--- config.mk ---
export PLATFORM = sky130hd
export DESIGN_NAME = redmule_lane_splitter
export DESIGN_NICKNAME = d
export VERILOG_FILES = /design/src/rtl/redmule_lane_splitter.sv
export SDC_FILE = /design/constraint.sdc
export NUM_CORES = 1
export LEC_CHECK = 0
export ABC_AREA = 1
export CAP_MARGIN = 10
export CORE_AREA = 5 5 728 730
export DETAILED_ROUTE_END_ITERATION = 10
export DIE_AREA = 0 0 733 735
export RECOVER_POWER = 100
export SLEW_MARGIN = 25
export SYNTH_ARGS = -nofsm -noshare
export SYNTH_HDL_FRONTEND = slang
export SYNTH_SLANG_ARGS = --single-unit
export TNS_END_PERCENT = 30
--- constraint.sdc ---
create_clock -name clk -period 2.3 [get_ports clk]
set_clock_uncertainty 0.15 [all_clocks]
set_input_delay 0.23 -clock clk [delete_from_list [all_inputs] [get_ports clk]]
set_output_delay 0.23 -clock clk [all_outputs]
set_load 0.02 [all_outputs]
--- src/rtl/redmule_lane_splitter.sv ---
`default_nettype none
// ============================================================================
// Module      : redmule_lane_splitter
// Description : Splits one wide memory request into MP narrow lane requests
//               and merges the per-lane responses into one wide response.
//               Optional macro REDMULE_LANE_SPLITTER_STALL_CNT_EN adds
//               saturating per-lane stall counters.
// Revision    : 1.0 - initial release
// ============================================================================
module redmule_lane_splitter #(
    parameter int MP     = 9,
    parameter int AW     = 32,
    parameter int LaneDW = 32
) (
    input  logic                     clk,
    input  logic                     rst_n,
    input  logic                     w_req_i,
    output logic                     w_gnt_o,
    input  logic [AW-1:0]            w_add_i,
    input  logic                     w_wen_i,
    input  logic [MP*(LaneDW/8)-1:0] w_be_i,
    input  logic [MP*LaneDW-1:0]     w_data_i,
    output logic                     w_r_valid_o,
    output logic [MP*LaneDW-1:0]     w_r_data_o,
    output logic [MP-1:0]            n_req_o,
    input  logic [MP-1:0]            n_gnt_i,
    output logic [MP*AW-1:0]         n_add_o,
    output logic [MP-1:0]            n_wen_o,
    output logic [MP*(LaneDW/8)-1:0] n_be_o,
    output logic [MP*LaneDW-1:0]     n_data_o,
    input  logic [MP-1:0]            n_r_valid_i,
    input  logic [MP*LaneDW-1:0]     n_r_data_i,
    output logic                     proto_err_o,
    input  logic                     clr_cnt_i,
    output logic [MP*32-1:0]         stall_cnt_o
);
    localparam int            SB          = LaneDW / 8;
    localparam logic [MP-1:0] c_ALL_LANES = '1;

    typedef enum logic [1:0] {
        S_IDLE  = 2'd0,
        S_GRANT = 2'd1,
        S_RESP  = 2'd2
    } state_t;

    state_t        r_state;
    state_t        w_state_nxt;
    logic [MP-1:0] r_gnt_mask;
    logic [MP-1:0] r_rsp_mask;
    logic          r_proto_err;
    logic [MP-1:0] w_gnt_acc;     // lanes accepting a request this cycle
    logic [MP-1:0] w_rsp_acc;     // lanes delivering an expected response
    logic [MP-1:0] w_rsp_bad;     // responses nobody is waiting for
    logic          w_done;        // wide response completes this cycle
    logic          w_accept_new;  // a new wide request may start this cycle

    // Request fields are shared by all lanes; only the address is offset.
    assign n_be_o   = w_be_i;
    assign n_data_o = w_data_i;
    assign n_wen_o  = {MP{w_wen_i}};

    assign w_rsp_acc   = n_r_valid_i & r_gnt_mask & ~r_rsp_mask;
    assign w_rsp_bad   = n_r_valid_i & ~(r_gnt_mask & ~r_rsp_mask);
    assign w_gnt_acc   = n_req_o & n_gnt_i;
    assign proto_err_o = r_proto_err;

    for (genvar i = 0; i < MP; i++) begin : g_lane
        localparam logic [AW-1:0] c_OFFSET = AW'(i * SB);
        logic [LaneDW-1:0] r_rsp_data;

        assign n_add_o[i*AW +: AW] = w_add_i + c_OFFSET;
        // Lanes that answered early come from the buffer, late ones pass through.
        assign w_r_data_o[i*LaneDW +: LaneDW] =
            r_rsp_mask[i] ? r_rsp_data : n_r_data_i[i*LaneDW +: LaneDW];

        // Hold an early lane response until the slowest lane has answered.
        always_ff @(posedge clk or negedge rst_n) begin
            if (!rst_n) begin
                r_rsp_data <= '0;
            end else if (w_rsp_acc[i]) begin
                r_rsp_data <= n_r_data_i[i*LaneDW +: LaneDW];
            end
        end
    end

    // Advance the transaction state.
    always_ff @(posedge clk or negedge rst_n) begin
        if (!rst_n) begin
            r_state <= S_IDLE;
        end else begin
            r_state <= w_state_nxt;
        end
    end

    // Next state and handshake outputs; the completion cycle doubles as IDLE.
    always_comb begin
        w_state_nxt  = r_state;
        n_req_o      = '0;
        w_gnt_o      = 1'b0;
        w_r_valid_o  = 1'b0;
        w_done       = 1'b0;
        w_accept_new = 1'b0;
        case (r_state)
            S_IDLE: begin
                w_accept_new = 1'b1;
            end
            S_GRANT: begin
                n_req_o = ~r_gnt_mask;
                if ((r_gnt_mask | n_gnt_i) == c_ALL_LANES) begin
                    w_gnt_o     = 1'b1;
                    w_state_nxt = S_RESP;
                end
            end
            S_RESP: begin
                if ((r_rsp_mask | w_rsp_acc) == c_ALL_LANES) begin
                    w_r_valid_o  = 1'b1;
                    w_done       = 1'b1;
                    w_accept_new = 1'b1;
                    w_state_nxt  = S_IDLE;
                end
            end
            default: begin
                w_state_nxt = S_IDLE;
            end
        endcase
        if (w_accept_new && w_req_i) begin
            n_req_o = c_ALL_LANES;
            if (n_gnt_i == c_ALL_LANES) begin
                w_gnt_o     = 1'b1;
                w_state_nxt = S_RESP;
            end else begin
                w_state_nxt = S_GRANT;
            end
        end
        // Handshakes stay quiet for the whole reset assertion.
        if (!rst_n) begin
            n_req_o     = '0;
            w_gnt_o     = 1'b0;
            w_r_valid_o = 1'b0;
            w_done      = 1'b0;
            w_state_nxt = S_IDLE;
        end
    end

    // Track granted/answered lanes and latch any unexpected response.
    always_ff @(posedge clk or negedge rst_n) begin
        if (!rst_n) begin
            r_gnt_mask  <= '0;
            r_rsp_mask  <= '0;
            r_proto_err <= 1'b0;
        end else begin
            r_gnt_mask <= (w_done ? '0 : r_gnt_mask) | w_gnt_acc;
            r_rsp_mask <= w_done ? '0 : (r_rsp_mask | w_rsp_acc);
            if (|w_rsp_bad) begin
                r_proto_err <= 1'b1;
            end
        end
    end

`ifdef REDMULE_LANE_SPLITTER_STALL_CNT_EN
    for (genvar i = 0; i < MP; i++) begin : g_stall
        logic [31:0] r_cnt;

        // Count cycles a lane is asked but withholds its grant; saturate.
        always_ff @(posedge clk or negedge rst_n) begin
            if (!rst_n) begin
                r_cnt <= '0;
            end else if (clr_cnt_i) begin
                r_cnt <= '0;
            end else if (n_req_o[i] && !n_gnt_i[i] && (r_cnt != 32'hFFFF_FFFF)) begin
                r_cnt <= r_cnt + 32'd1;
            end
        end
        assign stall_cnt_o[i*32 +: 32] = r_cnt;
    end
`else
    logic w_unused_clr;
    assign w_unused_clr = clr_cnt_i;
    assign stall_cnt_o  = '0;
`endif

endmodule
`default_nettype wire

==> results.cfg <==
[yosys]
synth_cells = 3346
synth-seq-cells = 309
ys_types = 34
ys_warn_count = 0
synth_simple_gate_area_share_pct = 16.4
synthMuxAreaShare_pct = 0
synth_top_family_by_area = buffers and inverters
syn-cell-area_um2 = 23700
synth_compound_area_share_pct = 13.6
ys_seq_area_share_pct = 32.6
avgSynthCellArea_um2 = 7.10
synth_xor_area_share_pct = 6.56
synth_fa_ha_area_share_pct = 0.527

[worst_setup_path]
arrival_ns = 2.30
worstPathMaxFanout = 5
start_kind = input port
worst_ep_required_time_ns = 1.92
worstSetupPathType = in -> out
end_kind = primary output

[route]
detail-route-antenna-nets = 0
dr_total_vias = 26700
vias_per_cell = 2.30
wl_per_cell_um = 29.9
first_pass_iters = 5
drt-initial-drc-count = 1397
drc = 0
drt-total-wl_um = 347000

[timing]
hold_viol_final = 0
slew_headroom_pct = 7.83
rsz0062_at_grt = true
worst_pin_slew_ns = 1.38
setup_ws_ns = -0.378
finalCriticalPeriod_ns = 2.68
finalSetupViolCount = 286
maxSlewViolCount = 0
finalCritPeriodShare_pct = 116
fmaxAchievable_ghz = 0.373

[placement]
dp.cells = 11100
port-buffer-count = 908
globalplace.congestion = 0.970
place_hpwl_um = 310000
dp_slack_ns = -1.45

[power]
ir_worst_vdd_mv = 0.963
powerDensity_nw_per_um2 = 1040
p_leak_nw = 21.9

[cts]
clock_latency_ns = 0.72
cts_tree = done
clkTransAtPathRegs_ns = 0.06
clock_sinks = 309
cts_buffers = 46
cts_buffer_depth = 3
htree_levels = 2
clockRootBuffer = clkbuf_16

[layout]
layout_commonest_cell = nand2_1
fin_cells = 11600
most-common-layout-cells = 708 x nand2_1, 463 x buf_4, 442 x o21ai_0, 391 x buf_12, 351 x clkdlybuf4s50_1
syn_to_final_growth_pct = 120
drive_gt1_share_pct = 34.4
nets = 5258

[run_status]
run_status = finished with violations
violations = negative setup slack

[floorplanning]
core_area_um2 = 523000
die_area_um2 = 539000
pin_count = 1876
start_util_pct = 4.54
die_w_um = 733
row_count = 266
die_h_um = 735

[global_route]
grt_pass1_vias = 25800
grt_max_degree = 106
track_usage_pct = 12.0
antenna_found_initial = 83
grt_pass1_wl_um = 394000
grt_overflow_total = 0

[min_path]
hold_class = in -> reg

[flow_run]
drv_cap = 0
## final timing paths
kind                                                      start                                   end  slack [ns]  cells after the start
max reg2reg                             r_rsp_mask[5]$_DFF_PN0_  g_lane[5].r_rsp_data[21]$_DFFE_PN0P_        0.12                      4
min in group asynchronous                                 rst_n               r_gnt_mask[6]$_DFF_PN0_        0.37                      3
max                                                 w_add_i[13]                          n_add_o[109]       -0.38                      7
min reg2reg                g_lane[3].r_rsp_data[27]$_DFFE_PN0P_  g_lane[3].r_rsp_data[27]$_DFFE_PN0P_        0.33                      2
min                                             n_r_data_i[168]   g_lane[5].r_rsp_data[8]$_DFFE_PN0P_        0.07                      3
max in group asynchronous                                 rst_n               r_rsp_mask[4]$_DFF_PN0_        0.12                      5
## worst max-delay path, cell delays in order
cell and delay (ns):
clkdlybuf4s15_1 0.18, buf_6 0.11, buf_6 0.10, clkbuf_1 0.82, inv_1 0.26, xor2_1 0.22, dlygate4sd2_1 0.37
## Yosys cell counts
cell,n,area [um^2]
nand3b_1,1,7.51
nor2_8,1,20.0
nand2_4,2,22.5
nand2_2,7,43.8
nor4_1,1,6.26
clkbuf_1,127,477
xnor2_1,2,17.5
buf_1,3,11.3
inv_2,18,67.6
inv_1,372,1400
nor3_2,1,10.0
nand3_1,31,155
nand3_2,2,20.0
clkbuf_2,2,10.0
ha_1,10,125
buf_4,690,5180
conb_1,1,3.75
nor2_2,11,68.8
nor2_4,5,56.3
nand2_1,802,3010
o22ai_1,2,12.5
dfrtp_1,309,7730
o21ai_1,4,20.0
nand4_1,10,62.6
nor3_1,8,40.0
clkinv_1,6,22.5
xor2_1,172,1510
nor2_1,98,368
o21ai_0,612,3060
buf_2,6,30.0
o211ai_1,1,7.51
xor2_2,2,32.5
or2_2,1,6.26
a21oi_1,26,130
## cell type report
cell class,instances,area [um^2]
Sequential cell,309,7760
Fill cell,60700,471000
Clock buffer,64,1350
Timing Repair Buffer,1728,20500
Tap cell,6968,8720
Antenna cell,18,45.0
Clock inverter,21,279
Multi-Input combinational cell,2100,12100
Inverter,396,1540
## cell families (layout without fill, tap and decap cells)
kind of cell	after synthesis	count (layout)
adders and majority gates	10	10
and+or+nand+nor	981	981
DFF	309	309
xor gates and xnor gates	176	176
other	1	306
buffers and inverters	1224	2209
AOI/OAI and AO/OA	645	645
## sequential cells by signal (all words and copies together), names as in the netlist
signal	count
proto_err_o	1
r_state	2
r_gnt_mask	9
g_lane.r_rsp_data	288
r_rsp_mask	9
## through the flow
step	utilization (%)	cell area (um^2)	hold slack [ns]	TNS [ns]	power, W
finish	9.99	52300	0.0709	-40.91	0.0544
global route	9.99	52200	0.0449	-74.45	0.0577
CTS	9.61	50200	0.00188	-71.48	0.0527
detailed placement	8.45	44200	-0.0276	-151.12	0.0432
global placement	8.45	44200	-0.0274	-154.89	0.0431
floorplan	-	24800	-0.216	0	0.0201
## repair_timing
action                                  CTS  global route
endpoints found under the setup margin  511           425
hold buffers                            243             0
setup buffers                            84            52
gates cloned                              1            21
hold endpoints to repair                552             0
pin swaps                                81            33
resized for setup                       810           515
## where the power goes
part           total [W]  internal [W]  switching (W)
clock            0.00820       0.00468        0.00352
sequential       0.00926       0.00787        0.00139
combinational     0.0369        0.0160         0.0209
total             0.0544        0.0286         0.0258
## layer usage
layer	wire, um	GRT usage, %	vias to the layer above	share of wire, %
li1	-	-	11900	-
met1	77900	7.60	12300	22
met2	151000	18.5	2096	43
met3	101000	16.5	403	29
met4	17300	4.92	32	5.0
met5	245	0.0534	-	0.071
(Power assumes the default switching activity.)
